`src/rtl/alu_pipe_elastic_if.sv`:
```
// Handshake bundle for alu_pipe_elastic: issue side (in_*) and result side (out_*).
interface alu_pipe_elastic_if #(
  parameter int unsigned WIDTH = 32,
  parameter int unsigned TAG_W = 4
);
  localparam int unsigned SH_W = $clog2(WIDTH);

  logic             in_valid;
  logic             in_ready;
  logic [3:0]       in_opcode;
  logic [WIDTH-1:0] in_a;
  logic [WIDTH-1:0] in_b;
  logic [SH_W-1:0]  in_shamt;
  logic [TAG_W-1:0] in_tag;

  logic             out_valid;
  logic             out_ready;
  logic [WIDTH-1:0] out_result;
  logic [TAG_W-1:0] out_tag;
  logic             out_carry;
  logic             out_ovf;
  logic             out_zero;
  logic             out_sign;
  logic             out_illegal;

  // Producer of operations / consumer of results
  modport master (
    output in_valid, in_opcode, in_a, in_b, in_shamt, in_tag, out_ready,
    input  in_ready, out_valid, out_result, out_tag, out_carry, out_ovf,
           out_zero, out_sign, out_illegal
  );

  // The ALU itself
  modport slave (
    input  in_valid, in_opcode, in_a, in_b, in_shamt, in_tag, out_ready,
    output in_ready, out_valid, out_result, out_tag, out_carry, out_ovf,
           out_zero, out_sign, out_illegal
  );
endinterface

```
`src/rtl/alu_pipe_elastic.sv`:
```
// Two-stage elastic ALU: S1 captures the operation, S2 computes and holds the
// result until the consumer takes it. One op/cycle, in order, full back-pressure.
module alu_pipe_elastic #(
  parameter int unsigned WIDTH = 32,
  parameter int unsigned TAG_W = 4
) (
  input logic              clk,
  input logic              rst,
  alu_pipe_elastic_if.slave bus
);
  localparam int unsigned SH_W = $clog2(WIDTH);
  localparam int unsigned PW   = 2 * WIDTH;

  localparam logic [3:0] OP_ADD   = 4'd0;
  localparam logic [3:0] OP_SUB   = 4'd1;
  localparam logic [3:0] OP_MUL   = 4'd2;
  localparam logic [3:0] OP_MULHU = 4'd3;
  localparam logic [3:0] OP_SLL   = 4'd4;
  localparam logic [3:0] OP_SRL   = 4'd5;
  localparam logic [3:0] OP_SRA   = 4'd6;
  localparam logic [3:0] OP_AND   = 4'd7;
  localparam logic [3:0] OP_OR    = 4'd8;
  localparam logic [3:0] OP_XOR   = 4'd9;
  localparam logic [3:0] OP_NOR   = 4'd10;

  logic             s1_valid;
  logic [3:0]       s1_op;
  logic [WIDTH-1:0] s1_a;
  logic [WIDTH-1:0] s1_b;
  logic [SH_W-1:0]  s1_shamt;
  logic [TAG_W-1:0] s1_tag;

  logic             out_valid_q;
  logic [WIDTH-1:0] out_result_q;
  logic [TAG_W-1:0] out_tag_q;
  logic             out_carry_q;
  logic             out_ovf_q;
  logic             out_zero_q;
  logic             out_sign_q;
  logic             out_illegal_q;

  logic             s2_free;
  logic             in_ready_c;
  logic             in_fire;
  logic             s1_adv;

  logic [WIDTH:0]   sum;
  logic [WIDTH:0]   diff;
  logic [PW-1:0]    prod;
  logic [WIDTH-1:0] c_res;
  logic             c_carry;
  logic             c_ovf;
  logic             c_ill;

  // S2 can take a new result when empty or being drained this cycle
  assign s2_free    = !out_valid_q || bus.out_ready;
  assign in_ready_c = !s1_valid || s2_free;
  assign in_fire    = bus.in_valid && in_ready_c;
  assign s1_adv     = s1_valid && s2_free;

  // S1 occupancy: refilled (or emptied) whenever it is allowed to move
  always_ff @(posedge clk or posedge rst) begin
    if (rst) begin
      s1_valid <= 1'b0;
    end else if (in_ready_c) begin
      s1_valid <= bus.in_valid;
    end
  end

  // S1 payload capture on an accepted operation
  always_ff @(posedge clk) begin
    if (in_fire) begin
      s1_op    <= bus.in_opcode;
      s1_a     <= bus.in_a;
      s1_b     <= bus.in_b;
      s1_shamt <= bus.in_shamt;
      s1_tag   <= bus.in_tag;
    end
  end

  // Execute the S1 operation
  always_comb begin
    sum     = {1'b0, s1_a} + {1'b0, s1_b};
    diff    = {1'b0, s1_a} - {1'b0, s1_b};
    prod    = PW'(s1_a) * PW'(s1_b);
    c_res   = '0;
    c_carry = 1'b0;
    c_ovf   = 1'b0;
    c_ill   = 1'b0;
    case (s1_op)
      OP_ADD: begin
        c_res   = sum[WIDTH-1:0];
        c_carry = sum[WIDTH];
        c_ovf   = (s1_a[WIDTH-1] == s1_b[WIDTH-1]) && (sum[WIDTH-1] != s1_a[WIDTH-1]);
      end
      OP_SUB: begin
        c_res   = diff[WIDTH-1:0];
        c_carry = diff[WIDTH];
        c_ovf   = (s1_a[WIDTH-1] != s1_b[WIDTH-1]) && (diff[WIDTH-1] != s1_a[WIDTH-1]);
      end
      OP_MUL:   c_res = prod[WIDTH-1:0];
      OP_MULHU: c_res = prod[PW-1:WIDTH];
      OP_SLL:   c_res = s1_a << s1_shamt;
      OP_SRL:   c_res = s1_a >> s1_shamt;
      OP_SRA:   c_res = $unsigned($signed(s1_a) >>> s1_shamt);
      OP_AND:   c_res = s1_a & s1_b;
      OP_OR:    c_res = s1_a | s1_b;
      OP_XOR:   c_res = s1_a ^ s1_b;
      OP_NOR:   c_res = ~(s1_a | s1_b);
      default:  c_ill = 1'b1;
    endcase
  end

  // S2 result register: loads when free, holds while stalled
  always_ff @(posedge clk or posedge rst) begin
    if (rst) begin
      out_valid_q   <= 1'b0;
      out_result_q  <= '0;
      out_tag_q     <= '0;
      out_carry_q   <= 1'b0;
      out_ovf_q     <= 1'b0;
      out_zero_q    <= 1'b0;
      out_sign_q    <= 1'b0;
      out_illegal_q <= 1'b0;
    end else begin
      if (s2_free) begin
        out_valid_q <= s1_valid;
      end
      if (s1_adv) begin
        out_result_q  <= c_res;
        out_tag_q     <= s1_tag;
        out_carry_q   <= c_carry;
        out_ovf_q     <= c_ovf;
        out_zero_q    <= (c_res == '0);
        out_sign_q    <= c_res[WIDTH-1];
        out_illegal_q <= c_ill;
      end
    end
  end

  assign bus.in_ready    = in_ready_c;
  assign bus.out_valid   = out_valid_q;
  assign bus.out_result  = out_result_q;
  assign bus.out_tag     = out_tag_q;
  assign bus.out_carry   = out_carry_q;
  assign bus.out_ovf     = out_ovf_q;
  assign bus.out_zero    = out_zero_q;
  assign bus.out_sign    = out_sign_q;
  assign bus.out_illegal = out_illegal_q;
endmodule
```
`src/flat_wrapper.sv`:
```
// flat-port wrapper written by rule: the top's interface ports become plain ports
module alu_pipe_elastic_flat 
#(
  parameter int unsigned WIDTH = 32,
  parameter int unsigned TAG_W = 4
)
  (clk, rst, bus_in_valid, bus_in_opcode, bus_in_a, bus_in_b, bus_in_shamt, bus_in_tag, bus_out_ready, bus_in_ready, bus_out_valid, bus_out_result, bus_out_tag, bus_out_carry, bus_out_ovf, bus_out_zero, bus_out_sign, bus_out_illegal);
  alu_pipe_elastic_if #(.WIDTH(WIDTH), .TAG_W(TAG_W)) bus_i ();
  input logic clk;
  input logic rst;
  input wire logic [$bits(bus_i.in_valid)-1:0] bus_in_valid;
  input wire logic [$bits(bus_i.in_opcode)-1:0] bus_in_opcode;
  input wire logic [$bits(bus_i.in_a)-1:0] bus_in_a;
  input wire logic [$bits(bus_i.in_b)-1:0] bus_in_b;
  input wire logic [$bits(bus_i.in_shamt)-1:0] bus_in_shamt;
  input wire logic [$bits(bus_i.in_tag)-1:0] bus_in_tag;
  input wire logic [$bits(bus_i.out_ready)-1:0] bus_out_ready;
  output wire logic [$bits(bus_i.in_ready)-1:0] bus_in_ready;
  output wire logic [$bits(bus_i.out_valid)-1:0] bus_out_valid;
  output wire logic [$bits(bus_i.out_result)-1:0] bus_out_result;
  output wire logic [$bits(bus_i.out_tag)-1:0] bus_out_tag;
  output wire logic [$bits(bus_i.out_carry)-1:0] bus_out_carry;
  output wire logic [$bits(bus_i.out_ovf)-1:0] bus_out_ovf;
  output wire logic [$bits(bus_i.out_zero)-1:0] bus_out_zero;
  output wire logic [$bits(bus_i.out_sign)-1:0] bus_out_sign;
  output wire logic [$bits(bus_i.out_illegal)-1:0] bus_out_illegal;
  assign bus_i.in_valid = bus_in_valid;
  assign bus_i.in_opcode = bus_in_opcode;
  assign bus_i.in_a = bus_in_a;
  assign bus_i.in_b = bus_in_b;
  assign bus_i.in_shamt = bus_in_shamt;
  assign bus_i.in_tag = bus_in_tag;
  assign bus_i.out_ready = bus_out_ready;
  assign bus_in_ready = bus_i.in_ready;
  assign bus_out_valid = bus_i.out_valid;
  assign bus_out_result = bus_i.out_result;
  assign bus_out_tag = bus_i.out_tag;
  assign bus_out_carry = bus_i.out_carry;
  assign bus_out_ovf = bus_i.out_ovf;
  assign bus_out_zero = bus_i.out_zero;
  assign bus_out_sign = bus_i.out_sign;
  assign bus_out_illegal = bus_i.out_illegal;
  alu_pipe_elastic #(.WIDTH(WIDTH), .TAG_W(TAG_W)) u_core (.clk(clk), .rst(rst), .bus(bus_i));
endmodule
```
`config.mk`:
```
export PLATFORM = sky130hd
export DESIGN_NAME = alu_pipe_elastic_flat
export DESIGN_NICKNAME = d
export VERILOG_FILES = /design/src/rtl/alu_pipe_elastic_if.sv /design/src/rtl/alu_pipe_elastic.sv /design/src/flat_wrapper.sv
export SDC_FILE = /design/constraint.sdc
export NUM_CORES = 2
export LEC_CHECK = 0
export CORE_AREA = 2 2 326 328
export CTS_BUF_LIST = sky130_fd_sc_hd__clkbuf_2 sky130_fd_sc_hd__clkbuf_4 sky130_fd_sc_hd__clkbuf_8
export DETAILED_ROUTE_END_ITERATION = 12
export DIE_AREA = 0 0 328 330
export HOLD_SLACK_MARGIN = 0.03
export PLACE_DENSITY = 0.67
export SYNTH_ARGS = -nofsm -noshare
export SYNTH_HDL_FRONTEND = slang
export SYNTH_SLANG_ARGS = --single-unit
```
`constraint.sdc`:
```
create_clock -name clk -period 10.7 [get_ports clk]
set_clock_uncertainty 0.05 [all_clocks]
set_input_delay 2.14 -clock clk [delete_from_list [all_inputs] [get_ports clk]]
set_output_delay 2.14 -clock clk [all_outputs]
set_load 0.03 [all_outputs]
```
Yosys cells after proc, flatten, opt, wreduce, memory -nomap -nowiden
Cells that the tools add are included.
W data, S select, Z words.
Operators by class
  $add $sub $neg: 2
  $mul: 1
  equal/unequal tests: 14
  shifts and indexed selects: 3
  mux-type cells: 4
  bitwise operators: 4
  reductions and logical operators: 11
Operators by type and width (count)
  $pmux W32 S11: 1
  $mul A32 B32 Y64: 1
  $add A32 B32 Y33: 1
  $sub A32 B32 Y33: 1
  $and A32 B32 Y32: 1
  $logic_not A32 Y1: 1
  $not A32 Y32: 1
  $or A32 B32 Y32: 1
  $shl A32 B5 Y32: 1
  $shr A32 B5 Y32: 1
  $sshr A32 B5 Y32: 1
  $xor A32 B32 Y32: 1
  $eq A4 B3 Y1 const B: 4
  $eq A4 B4 Y1 const B: 3
  $reduce_or A11 Y1: 1
  $eq A4 B2 Y1 const B: 2
  $eq A4 B1 Y1 const B: 1
  $logic_and A1 B1 Y1: 4
  $logic_not A4 Y1: 1
  $pmux W1 S2: 2
  $ne A1 B1 Y1: 3
  $logic_not A1 Y1: 2
  $logic_or A1 B1 Y1: 2
  $eq A1 B1 Y1: 1
  $mux W1: 1
Word-level totals
  flip-flop bits (word level): 120
  input port bits: 81
  logic and storage cells: 53

Longest topological paths before layout
  word-level depth: 4
  mapped depth: 33
  gate-level depth less buffers: 29

Least setup slack after synthesis
OpenSTA, ideal clock, no wires.
  path type: flip-flop to flip-flop
  start point: reg u_core.s1_a[18]
  end point: reg u_core.out_zero_q (netlist: u_core.bus.out_zero)
  setup time: 0.066 ns
  arrival time: 8.573 ns
  required time: 10.584 ns
  slack: 2.011 ns
  stages on the path, launching flop included: 30
  path buffers: 4
  clock period less this slack: 8.689 ns
  cell sequence: edfxtp_1 > clkbuf_1 > clkbuf_1 > inv_1 > clkbuf_1 > nor2_1 > fa_1 > inv_1 > fa_1 > inv_1 > fa_1 > fa_1 > fa_1 > fa_1 > fa_1 > ha_1 > ha_1 > clkbuf_1 > nand2_1 > or3_1 > o221ai_1 > a21oi_1 > or4_1 > or4_1 > or4_1 > nand4b_4 > nor4_2 > nand3_1 > nor4_1 > a41o_1
On the way
  cells in the longest elaborated chain, start to end: 4
  elaborated cells between the ends (all ways): 12
  classes of those cells: add/sub: 2; mul: 1; shift: 3; mux: 1; bitwise: 4; reduce/logical: 1
RTL lines
  from (decl): RTL line alu_pipe_elastic.sv:28  | logic [WIDTH-1:0] s1_a;
  from (signal assigned): RTL line alu_pipe_elastic.sv:74  | s1_a <= bus.in_a;
  branches (longest 2 deep; another with $mul A32 B32 Y64)
  $pmux W32 S11 (*): RTL line alu_pipe_elastic.sv:90  | case (s1_op)
  $logic_not A32 Y1 (*): RTL line alu_pipe_elastic.sv:134  | out_zero_q <= (c_res == '0);
  to (signal assigned): RTL line alu_pipe_elastic.sv:134
  to (decl): RTL line alu_pipe_elastic.sv:38  | logic out_zero_q;
Every way passes the cells marked *.
A chain may end at the register's enable or synchronous reset.

Worst setup path in the final report
  start point: reg u_core.s1_b[10]
  end point: reg u_core.out_zero_q (netlist: u_core.bus.out_zero)
On the way
  cells in the longest elaborated chain, start to end: 4
  elaborated cells between the ends (all ways): 9
  classes of those cells: add/sub: 2; mul: 1; mux: 1; bitwise: 4; reduce/logical: 1
RTL lines
  from (decl): RTL line alu_pipe_elastic.sv:29  | logic [WIDTH-1:0] s1_b;
  from (signal assigned): RTL line alu_pipe_elastic.sv:75  | s1_b <= bus.in_b;
  branches (longest 2 deep; another with $mul A32 B32 Y64)
  $pmux W32 S11 (*): RTL line alu_pipe_elastic.sv:90
  $logic_not A32 Y1 (*): RTL line alu_pipe_elastic.sv:134
Marks and branches as above.

==> flow_summary.toml <==
[run_status]
status = "finished, final reports clean"

[setup_path]
worst_path_max_delay_cell = "inv_1"
crit_type = "flip-flop to flip-flop"
cpPeakStageDelay_ns = 0.88
worst_ep_required_time_ns = 11.19
critPathLaunchType = "flip-flop"
crit_path_frequent_cell = "fa_1"
arrival_ns = 11.05
critPathMaxFanout = 16
endpoint_kind = "flip-flop"

[floorplan]
die_h_um = 330
initial_core_util_pct = 44.8
die-area_um2 = 108000
ios = 124
core_region_area_um2 = 105000
rows = 119
die_x_um = 328

[detailed_routing]
routed_wl_um = 220000
wl_met2_um = 95700
firstDrtPassIters = 7
viasPerCell = 6.26
met1Wirelength_um = 81600
drt_iter0_drc = 5377
final_antenna_net_count = 0
top_layer_used = "met5"
wl_met3_um = 24600
wl_per_cell_um = 31.7
drc = 0
vias = 43500

[yosys]
synth.avg_cell_area_um2 = 8.41
yosysTopAreaCell = "fa_1"
synth_cell_types = 88
async_reset_ff_share_pct = 35.3
seq_area_frac_synth_pct = 7.17
synth_top_flop_cell = "edfxtp_1"
syn_nets = 6917
ys_ff_latch = 119
synth_area_leaders = "fa_1 38%, ha_1 9.6%, inv_1 7.6%, nor2_1 6.2%, nand2_1 5.2%"
synth_top_area_share_pct = 38.3
synth_edf_count = 77
netlist_area_um2 = 46900
synth_warnings = 0
synthCells = 5578

[layout]
syn2layout_area_growth_pct = 7.59
nets = 6883
final_cell_mix = "950 x inv_1, 897 x fa_1, 777 x nor2_1"
drive_gt1_share_pct = 6.82
final_area_um2 = 50500
layout_commonest_cell = "inv_1"
fin_cells = 6952

[sta]
tightest_slew_ns = 1.37
clock.fmax_ghz = 0.0947
fin_setup_tns_ns = 0
rsz0062_at_grt = "false"
fin_crit_ns = 10.56
maxSlewHeadroom_pct = 7.44
hold_violations = 0
period_share_pct = 98.7
finalWorstSetupSlack_ns = 0.140
slew_violations = 0
final-setup-viol-count = 0

[global_route]
grt_pass1_vias = 44300
grt_overflow = 0
grt_max_degree = 71
grt_antenna_before_repair = 13
grt_pass1_wl_um = 316000
grt_usage_pct = 41.3

[place]
dp_hpwl_um = 176000
portBuffers = 123
place_area_um2 = 50000
pre_cts_ws_ns = 0.314
routabilityCongestion = 1.08
place_inst = 6911

[worst_hold_path]
worstHoldPathType = "flip-flop to flip-flop"

[job]
maxCapViolations = 0

[clock_network]
cts_buffers = 17
clk_pin_slew_ns = 0.09
worstSkewPairLatency_ns = 0.62
htreeDepth = 4
cts_tree = "yes"
holdBufCountCts = 0
cts_buffer_depth = 2
root_buffer = "clkbuf_8"
clkSinkCount = 119
## sequential cells by signal, indices dropped and copies added (netlist names)
name,cells
u_core.bus.out_carry,1
u_core.bus.out_valid,1
u_core.s1_valid,1
u_core.s1_op,4
u_core.s1_a,32
u_core.s1_shamt,5
u_core.bus.out_result,31
u_core.s1_tag,4
u_core.bus.out_tag,4
u_core.bus.out_sign,1
u_core.bus.out_illegal,1
u_core.s1_b,32
u_core.bus.out_zero,1
u_core.bus.out_ovf,1
## cell families after synthesis
logic type | Yosys count | synth area share (%)
adders and majority gates | 1258 | 47.9
DFF | 119 | 7.17
xor gates and xnor gates | 71 | 1.32
buffers and inverters | 1359 | 10.9
and+or+nand+nor | 1789 | 16.2
AOI/OAI and AO/OA | 826 | 11.9
muxes | 156 | 4.59
## stage by stage
step	utilization, %	hold WS [ns]
floorplan	-	0.404
global placement	47.8	0.409
detailed placement	47.8	0.417
CTS	48.2	0.440
global route	48.2	0.445
finish	48.2	0.437
## cell type report
type	instances	area, um2
Sequential cell	119	3360
Timing Repair inverter	1	5.00
Tap cell	1391	1740
Inverter	974	3660
Timing Repair Buffer	331	2820
Fill cell	10200	54200
Clock inverter	15	189
Antenna cell	4	10.0
Multi-Input combinational cell	4100	38500
Clock buffer	17	234
## worst max-delay path: cells and delay by family, from the launching register on
kind | cells | cell delay (ns)
compound gates | 7 | 2.42
fa+ha+maj | 9 | 4.62
buf+inv | 6 | 1.43
flops | 1 | 0.49
simple gates | 6 | 1.42
## routing by layer
metal	vias to the layer above	global-route usage, %
met5	-	0.348
met3	758	11.3
met4	18	27.5
met2	2883	63.1
met1	22100	51.4
li1	17800	-
## synth_stat cells (all sizes together), types with 60 or more instances
master  instances
o21ai         137
mux2i          70
fa            897
buf            85
nand3          62
nor2          778
ha            361
nand2         652
nor3           60
edfxtp         77
clkbuf        300
inv           958
a21oi         204
## final timing paths
| check | end | slack (ns) | depth (start not counted) | from |
|---|---|---|---|---|
| worst max-delay path | u_core.bus.out_zero$_DFFE_PP0P_ | 0.14 | 28 | u_core.s1_b[10]$_DFFE_PP_ |
| worst min-delay path | u_core.bus.out_tag[1]$_DFFE_PP0P_ | 0.44 | 1 | u_core.s1_tag[1]$_DFFE_PP_ |
| worst max register to register | u_core.bus.out_zero$_DFFE_PP0P_ | 0.14 | 28 | u_core.s1_b[10]$_DFFE_PP_ |
| worst min register to register | u_core.bus.out_tag[1]$_DFFE_PP0P_ | 0.44 | 1 | u_core.s1_tag[1]$_DFFE_PP_ |
| max in group asynchronous | u_core.bus.out_result[0]$_DFFE_PP0P_ | 8.30 | 3 | rst |
| min in group asynchronous | u_core.bus.out_carry$_DFFE_PP0P_ | 1.91 | 3 | rst |
## what timing repair did
item                       in CTS  in global routing
setup buffers                   0                  3
resized for setup               0                  3
setup endpoints to repair       0                  1
Power is left out: the tool's default activity adds up to more than one toggle a clock period on the data nets, which glitch-free logic cannot reach.
